[src/rtl/riscv_pkg.sv]
`default_nettype none
// ============================================================================
// Module   : riscv_pkg
// Brief    : Opcodes, sequencer state, writeback-select and fault encodings
//            shared by the multi-cycle sequencer and its opcode decoder.
// Revision : 1.0 - initial release
// ============================================================================
package riscv_pkg;

  localparam logic [6:0] c_op_r      = 7'h33;
  localparam logic [6:0] c_op_i      = 7'h13;
  localparam logic [6:0] c_op_load   = 7'h03;
  localparam logic [6:0] c_op_store  = 7'h23;
  localparam logic [6:0] c_op_branch = 7'h63;
  localparam logic [6:0] c_op_jal    = 7'h6F;
  localparam logic [6:0] c_op_jalr   = 7'h67;
  localparam logic [6:0] c_op_lui    = 7'h37;
  localparam logic [6:0] c_op_auipc  = 7'h17;
  localparam logic [6:0] c_op_system = 7'h73;

  typedef enum logic [2:0] {
    S_FETCH  = 3'd0,
    S_DECODE = 3'd1,
    S_EXEC   = 3'd2,
    S_MEM    = 3'd3,
    S_WB     = 3'd4,
    S_HALT   = 3'd5
  } seq_state_t;

  typedef enum logic [1:0] {
    WB_ALU  = 2'd0,
    WB_LOAD = 2'd1,
    WB_PC4  = 2'd2,
    WB_RSVD = 2'd3
  } wb_sel_t;

  typedef enum logic [1:0] {
    FAULT_NONE    = 2'd0,
    FAULT_ILLEGAL = 2'd1,
    FAULT_TIMEOUT = 2'd2
  } fault_t;

  // One-hot instruction class; all-zero means the opcode is not recognised.
  typedef struct packed {
    logic r;
    logic i;
    logic load;
    logic store;
    logic branch;
    logic jal;
    logic jalr;
    logic lui;
    logic auipc;
    logic system;
  } opclass_t;

endpackage
`default_nettype wire

[src/rtl/riscv_opclass_decoder.sv]
`default_nettype none
// ============================================================================
// Module   : riscv_opclass_decoder
// Brief    : Combinational RV32I major-opcode classifier (one-hot + illegal).
// Revision : 1.0 - initial release
// ============================================================================
module riscv_opclass_decoder
  import riscv_pkg::*;
(
  input  logic [6:0] opcode,
  output opclass_t   cls,
  output logic       illegal
);

  always_comb begin
    cls = '0;
    case (opcode)
      c_op_r:      cls.r      = 1'b1;
      c_op_i:      cls.i      = 1'b1;
      c_op_load:   cls.load   = 1'b1;
      c_op_store:  cls.store  = 1'b1;
      c_op_branch: cls.branch = 1'b1;
      c_op_jal:    cls.jal    = 1'b1;
      c_op_jalr:   cls.jalr   = 1'b1;
      c_op_lui:    cls.lui    = 1'b1;
      c_op_auipc:  cls.auipc  = 1'b1;
      c_op_system: cls.system = 1'b1;
      default:     cls        = '0;
    endcase
  end

  assign illegal = (cls == '0);

endmodule
`default_nettype wire

[src/rtl/riscv_multicycle_sequencer.sv]
`default_nettype none
// ============================================================================
// Module   : riscv_multicycle_sequencer
// Brief    : Multi-cycle RV32I control FSM owning PC, IR, fault and retire count.
// Revision : 1.0 - initial release
// ============================================================================
module riscv_multicycle_sequencer
  import riscv_pkg::*;
#(
  parameter logic [31:0] RESET_PC    = 32'h0,
  parameter int          MEM_TIMEOUT = 16,
  parameter int          CNT_W       = 32
) (
  input  logic             clk,
  input  logic             rst_b,
  input  logic [31:0]      inst,
  output logic [31:0]      inst_addr,
  output logic [31:0]      ir,
  input  logic             branch_taken,
  input  logic [31:0]      branch_target,
  output logic             mem_req,
  output logic             mem_write_en,
  input  logic             mem_ready,
  output logic             rd_we,
  output logic [1:0]       wb_sel,
  output logic             halted,
  output logic [1:0]       fault,
  output logic [CNT_W-1:0] retired
);

  localparam int c_tmo_w = (MEM_TIMEOUT > 1) ? $clog2(MEM_TIMEOUT) : 1;
  localparam logic [c_tmo_w-1:0] c_tmo_last = c_tmo_w'(MEM_TIMEOUT - 1);

  seq_state_t         r_state, w_next_state;
  logic [31:0]        r_pc, w_next_pc;
  logic [31:0]        r_ir;
  fault_t             r_fault, w_next_fault;
  logic [CNT_W-1:0]   r_retired;
  logic [c_tmo_w-1:0] r_tmo_cnt, w_next_tmo;
  logic               w_retire;
  logic [31:0]        w_pc_plus4;
  opclass_t           w_cls;
  logic               w_illegal;
  wb_sel_t            w_wb_sel;

  riscv_opclass_decoder u_decoder (
    .opcode  (r_ir[6:0]),
    .cls     (w_cls),
    .illegal (w_illegal)
  );

  assign w_pc_plus4 = r_pc + 32'd4;

  always_comb begin
    w_next_state = r_state;
    w_next_pc    = r_pc;
    w_next_fault = r_fault;
    w_next_tmo   = r_tmo_cnt;
    w_retire     = 1'b0;
    case (r_state)
      S_FETCH: w_next_state = S_DECODE;
      S_DECODE: begin
        if (w_illegal) begin
          w_next_state = S_HALT;
          w_next_fault = FAULT_ILLEGAL;
        end else if (w_cls.system) begin
          // SYSTEM retires as it stops the core.
          w_next_state = S_HALT;
          w_retire     = 1'b1;
        end else begin
          w_next_state = S_EXEC;
        end
      end
      S_EXEC: begin
        if (w_cls.branch) begin
          w_next_pc    = branch_taken ? branch_target : w_pc_plus4;
          w_retire     = 1'b1;
          w_next_state = S_FETCH;
        end else if (w_cls.load || w_cls.store) begin
          w_next_tmo   = '0;
          w_next_state = S_MEM;
        end else begin
          w_next_state = S_WB;
        end
      end
      S_MEM: begin
        // A completion on the final allowed cycle is still honoured.
        if (mem_ready) begin
          w_next_tmo = '0;
          if (w_cls.store) begin
            w_next_pc    = w_pc_plus4;
            w_retire     = 1'b1;
            w_next_state = S_FETCH;
          end else begin
            w_next_state = S_WB;
          end
        end else if (r_tmo_cnt == c_tmo_last) begin
          w_next_state = S_HALT;
          w_next_fault = FAULT_TIMEOUT;
        end else begin
          w_next_tmo = r_tmo_cnt + c_tmo_w'(1);
        end
      end
      S_WB: begin
        w_next_pc    = (w_cls.jal || w_cls.jalr) ? {branch_target[31:1], 1'b0} : w_pc_plus4;
        w_retire     = 1'b1;
        w_next_state = S_FETCH;
      end
      S_HALT: w_next_state = S_HALT;
      default: w_next_state = S_FETCH;
    endcase
  end

  always_ff @(posedge clk) begin
    if (rst_b) begin
      r_state   <= S_FETCH;
      r_pc      <= RESET_PC;
      r_ir      <= '0;
      r_fault   <= FAULT_NONE;
      r_retired <= '0;
      r_tmo_cnt <= '0;
    end else begin
      r_state   <= w_next_state;
      r_pc      <= w_next_pc;
      r_fault   <= w_next_fault;
      r_tmo_cnt <= w_next_tmo;
      if (r_state == S_FETCH) r_ir <= inst;
      if (w_retire) r_retired <= r_retired + CNT_W'(1);
    end
  end

  always_comb begin
    w_wb_sel = WB_ALU;
    if (r_state == S_WB) begin
      if (w_cls.load)                    w_wb_sel = WB_LOAD;
      else if (w_cls.jal || w_cls.jalr)  w_wb_sel = WB_PC4;
    end
  end

  // Strobes are forced low while reset is asserted, even before the edge.
  assign mem_req      = !rst_b && (r_state == S_MEM);
  assign mem_write_en = mem_req && w_cls.store;
  assign rd_we        = !rst_b && (r_state == S_WB) && (r_ir[11:7] != 5'd0);
  assign wb_sel       = w_wb_sel;
  assign inst_addr    = r_pc;
  assign ir           = r_ir;
  assign halted       = (r_state == S_HALT);
  assign fault        = r_fault;
  assign retired      = r_retired;

endmodule
`default_nettype wire

[config.mk]
export PLATFORM = sky130hd
export DESIGN_NAME = riscv_multicycle_sequencer
export DESIGN_NICKNAME = d
export VERILOG_FILES = /design/src/rtl/riscv_pkg.sv /design/src/rtl/riscv_opclass_decoder.sv /design/src/rtl/riscv_multicycle_sequencer.sv
export SDC_FILE = /design/constraint.sdc
export NUM_CORES = 1
export LEC_CHECK = 0
export ABC_AREA = 1
export CAP_MARGIN = 20
export CORE_MARGIN = 2
export CORE_UTILIZATION = 44
export DETAILED_ROUTE_END_ITERATION = 7
export HOLD_SLACK_MARGIN = 0.15
export PLACE_DENSITY = 0.78
export REMOVE_ABC_BUFFERS = 1
export SLEW_MARGIN = 5
export SYNTH_ARGS = -nofsm -noshare
export SYNTH_HDL_FRONTEND = slang
export SYNTH_SLANG_ARGS = --single-unit
[constraint.sdc]
create_clock -name clk -period 1.65 [get_ports clk]
set_input_delay 0.2475 -clock clk [delete_from_list [all_inputs] [get_ports clk]]
set_output_delay 0.2475 -clock clk [all_outputs]
set_load 0.005 [all_outputs]
After elaboration in Yosys (flattened, before gate mapping)
Index checks and enable logic that the tools add are counted.

operators by class
  add/subtract/negate cells = 3
  multipliers = 0
  div/mod/pow operators = 0
  $lt $le $gt $ge = 0
  equal/unequal tests = 26
  shifts and indexed selects = 0
  muxes and demuxes = 42
  bitwise logic cells = 0
  reduce and logical (&&, ||, !) cells = 16

operator list
  kind                                                                   count
  32-bit two-way mux                                                     5
  32-bit one-hot mux with 3 select lines                                 1
  32-bit by 1-bit adder with 32-bit output, second input constant        1
  32-bit by 3-bit adder with 32-bit output, second input constant        1
  7-bit equality test, second input constant                             4
  7-bit by 6-bit equality test with 1-bit output, second input constant  3
  3-bit two-way mux                                                      7
  4-bit two-way mux                                                      4
  1-bit two-way mux                                                      15
  3-bit one-hot mux with 5 select lines                                  1
  7-bit by 5-bit equality test with 1-bit output, second input constant  2
  2-bit two-way mux                                                      6
  4-bit AND reduction                                                    3
  10-bit zero test                                                       1
  2-bit != test, second input constant                                   5
  4-bit one-hot mux with 2 select lines                                  1
  7-bit by 2-bit equality test with 1-bit output, second input constant  1
  3-bit by 2-bit equality test with 1-bit output, second input constant  2
  3-bit equality test, second input constant                             2
  2-bit by 1-bit != test with 1-bit output, second input constant        3
  3-bit != test, second input constant                                   2
  5-bit nonzero test                                                     1
  4-bit by 1-bit adder with 4-bit output, second input constant          1
  4-bit equality test, second input constant                             1
  other kinds (9)                                                        14

word-level totals
  bits in registers = 105
  bits in latches = 0
  bits in writable memories = 0
  bits in read-only memories = 0
  input port bits = 68
  output and inout port bits = 104
  word-level logic and storage cells = 93
  memories kept = 0

Logic depth before layout (Yosys ltp)
  depth in word-level cells = 6
  depth in mapped cells = 11
  depth with buffers taken out = 11

Modules after synthesis
Synthesis repeated with hierarchy kept, for this count alone.

unflattened totals
  cells, all modules = 1004
  area total of the unflattened synthesis = 6237.2 sq um

by module, submodules not included
  module                      times used  cells an instance  area each (sq um)  seq. area each (sq um)
  riscv_multicycle_sequencer  1           965                6029.5             2102.0
  riscv_opclass_decoder       1           39                 207.7              0.0

Least setup slack after synthesis
No wires, ideal clock.

  kind = flip-flop to flip-flop
  start = register r_pc[2], in the netlist inst_addr[2]
  end = register r_pc[18], in the netlist inst_addr[18]
  library setup time = 0.119 ns
  arrival time = 1.477 ns
  required time = 1.531 ns
  setup slack = 0.053 ns
  stages on the path, launching flop included = 11
  path buffers = 0
  clock period less this slack = 1.597 ns
  cells stage by stage = dfxtp_1 ha_1 inv_1 nor2_1 nand2_1 nor2_1 nand2_1 nand3_1 nand2_1 nor2_1 a21oi_1

on the way
  word-level cells in the longest chain between the ends = 4
  elaborated cells on any way between the ends = 7
  those cells by class = add/sub: 1; mux: 6

RTL lines
  item                                        line                                                                source
  start: declaration                          riscv_multicycle_sequencer.sv:35                                    logic [31:0] r_pc, w_next_pc;
  start signal: assignment                    riscv_multicycle_sequencer.sv:124                                   r_pc <= w_next_pc;
  32-bit by 3-bit adder with 32-bit output *  riscv_multicycle_sequencer.sv:52                                    assign w_pc_plus4 = r_pc + 32'd4;
  32-bit two-way mux (on tied branches)       riscv_multicycle_sequencer.sv:90, riscv_multicycle_sequencer.sv:76
  32-bit two-way mux (on tied branches)       riscv_multicycle_sequencer.sv:88, riscv_multicycle_sequencer.sv:75
  32-bit one-hot mux with 3 select lines *    riscv_multicycle_sequencer.sv:60                                    case (r_state)

Mark *: on every way between the ends. The rest lies on a longest branch, timed or not. The select of a mux whose other input is x is not followed.
A chain may end at the register's enable or synchronous reset.

Final worst setup path
  start = register r_state[1]
  end = output wb_sel[1]

on the way
  word-level cells in the longest chain between the ends = 2

RTL lines
  item                      line                               source
  start: declaration        riscv_multicycle_sequencer.sv:34   seq_state_t r_state, w_next_state;
  start signal: assignment  riscv_multicycle_sequencer.sv:123  r_state <= w_next_state;
  3-bit equality test       riscv_multicycle_sequencer.sv:134  if (r_state == S_WB) begin
  2-bit two-way mux         riscv_multicycle_sequencer.sv:134
  end: declaration          riscv_multicycle_sequencer.sv:25   output logic [1:0] wb_sel,

No other way between the ends.

==> run metrics <==
Power Total=6.67 mW; largest family of logic cells by synthesized area=simple AND/OR/NAND/NOR gates; pwr dens=724 nW/um^2; Diodes inserted=0; largest net degree at the start of global routing=44; hold_buf cts=0; Starting Density=0.455; crit path from=r_state[1]; clock sinks=105; worst hold margin=0.444 ns; Synth Area in XOR/XNOR=0.0303; Avg WL per Cell=14.0 um; Ports=172; Synth Cell Area=6070 um^2; CTS tree=yes; GRT Util Overall=0.266; multiplexer share of the synthesized area=0; Max Slew Vio Count=0; Critical Path AT=1.47 ns; vias per cell=5.13; final setup violation count=5; DP Cell Count=1,390; Critical Path Sink Type=primary output; first-pass GRT wire length=31.6 mm; Min-Delay Path Class=input port to flip-flop; die span in y=121 um; min-delay src=branch_target[9]; DR iter-0 viols=403; Die ar.=14,700 um^2; initial antenna violation count=0; WHS Endpoint=inst_addr[9]; DR pass1 iterations=6; Clock Latency Late Sink=0.36 ns; Slew HR=0.760; CP Launch Type=flip-flop; Synth Area per Inst=6.24 um^2; Syn. warnings=0; Worst-path clk slew=0.08 ns; Simple-Gate Fraction of Synth Area=0.416; Layout Nets=1,298; number of synthesized flops with an enable pin=0; post-DP HPWL=14.7 mm; Worst Max-Slew Pin Slew=0.357 ns; setup ws final=-0.0689 ns; CTS Buffer Depth=2; Overflow after GRT=0; vias in the first global route=6,713; Hold Path Depth=3; Layout area overhead=51.7%; DIE WIDTH=121 um; Seq/Total Area, Yosys=0.346; RD Place Congestion=0.954; r2r endpoint=retired[17]; total CTS buffers=9; Post-DP Area=8720 um^2; status=finished with violations; DRT antenna net count=0; CTS root buf=clkbuf_16; Hold Vio Cnt, Final=0; proportion of layout cells with a drive suffix above 1=0.177; Setup TNS=-0.0898 ns; share of flip-flops with an asynchronous set or reset=0; Setup CP Type=flip-flop to primary output; reg2reg start=ir[3]; r2r worst-path depth=10; Crit path required time=1.40 ns; max-cap violation count=0; f_max=582 MHz; #FFs+latches synth=105; I/O Buffers=171; design area=9210 um^2; area share of fa/ha/maj cells after synthesis=0.00619; Cell variety after synth=38; reg-to-reg slack, setup=-0.01 ns; H-Tree Depth=3; post-synthesis compound-gate area fraction=0.131; total wire length=19.7 mm; CP Max Fanout=7; crit path time final=1.72 ns; Tcrit/Tclk final=1.04; Finished Core Util=0.690; Pleak=3.70 nW; Finished Layout Cells=1,408; cell count after synthesis=973; Worst Clk Skew=0.00669 ns; RSZ-0062 raised after global routing=true; failing checks=negative setup slack; Max IR drop VDD=0.736 mV; vias=7,222; Synth Flop Type=dfxtp_1; CORE AREA=13,300 um^2; pre-CTS setup slack=-0.309 ns; Fillers=1,169; Cell Rows=42; drt drc=0
-- cell usage in the layout (no fill, tap or decap), drive strengths merged, types with 6 or more instances in the layout --
cell,count
nand2,281
nor2,189
clkdlybuf4s50,164
buf,108
dfxtp,105
a21oi,72
nand3,71
o21ai,67
inv,67
nor3,18
xor2,17
nand3b,15
nand4,11
clkbuf,9
a31oi,6
clkinv,6
-- flip-flops by register name, indices dropped and copies added (netlist names) --
register / cells
retired: 32
r_tmo_cnt: 4
ir: 32
fault: 2
inst_addr: 32
r_state: 3
-- cell type report --
class                   count  area (um^2)  area share
well taps                 176          220      0.0239
multi-input cells         769         3640       0.396
repair buffers            276         2620       0.285
clock inverters             7         76.3     0.00829
flip-flops and latches    105         2170       0.236
clock buffers               9          225      0.0245
inverters                  66          253      0.0275
-- logic make-up after synthesis --
group	count (synthesis)
and+or+nand+nor	592
adders and majority gates	3
AOI/OAI and AO/OA	153
xor gates and xnor gates	21
buffers and inverters	99
DFF	105
-- how the worst max path moves through the flow --
stage                   end  slack [ns]  depth (start not counted)
5_1_grt          retired[5]       -0.19                         10
3_3_place_gp   mem_write_en       -0.35                          4
2_1_floorplan         ir[4]       -1.03                          6
6_report          wb_sel[1]       -0.07                          6
3_5_place_dp   mem_write_en       -0.31                          4
4_1_cts              halted       -0.18                          4
-- timing repair --
item,4_1_cts,5_1_grt
endpoints found under the setup margin,24,98
buffers inserted,2,0
gates resized for setup,36,63
pin swaps,4,0
-- cells in the mapped netlist, drive strengths merged, types with 3 or more instances --
cell type    n  area (um^2)
nand3b      15          113
a211oi       3         22.5
o21ai       67          335
a31oi        6         37.5
nor3        18          106
o21bai       4         30.0
a21oi       72          360
ha           3         37.5
clkbuf      14         52.6
nand3       71          375
nor2       189          732
dfxtp      105         2100
buf         19          126
inv         65          246
or2          4         25.0
xnor2        4         35.0
nand2      281         1070
xor2        17          149
nand4       11         75.1
-- power by group --
| group | switching, mW | total, mW | internal, mW |
|---|---|---|---|
| clock network | 1.13 | 2.20 | 1.07 |
| logic | 0.713 | 1.57 | 0.855 |
| registers | 0.168 | 2.90 | 2.73 |
| total | 2.01 | 6.67 | 4.66 |
-- worst max-delay path, stage by stage (launching register included) --
cell and delay (ns):
dfxtp_2 0.36, nor2_4 0.14, nand2_4 0.10, inv_2 0.07, nand2_1 0.10, inv_1 0.09
clkdlybuf4s15_1 0.26
-- routing by layer --
metal / global-route usage / share of wire / vias up
li1: - / - / 3666
met1: 0.333 / 0.43 / 3255
met2: 0.443 / 0.47 / 259
met3: 0.0710 / 0.073 / 42
met4: 0.0912 / 0.026 / 0
met5: 0 / 0 / -
(Power assumes the default switching activity.)
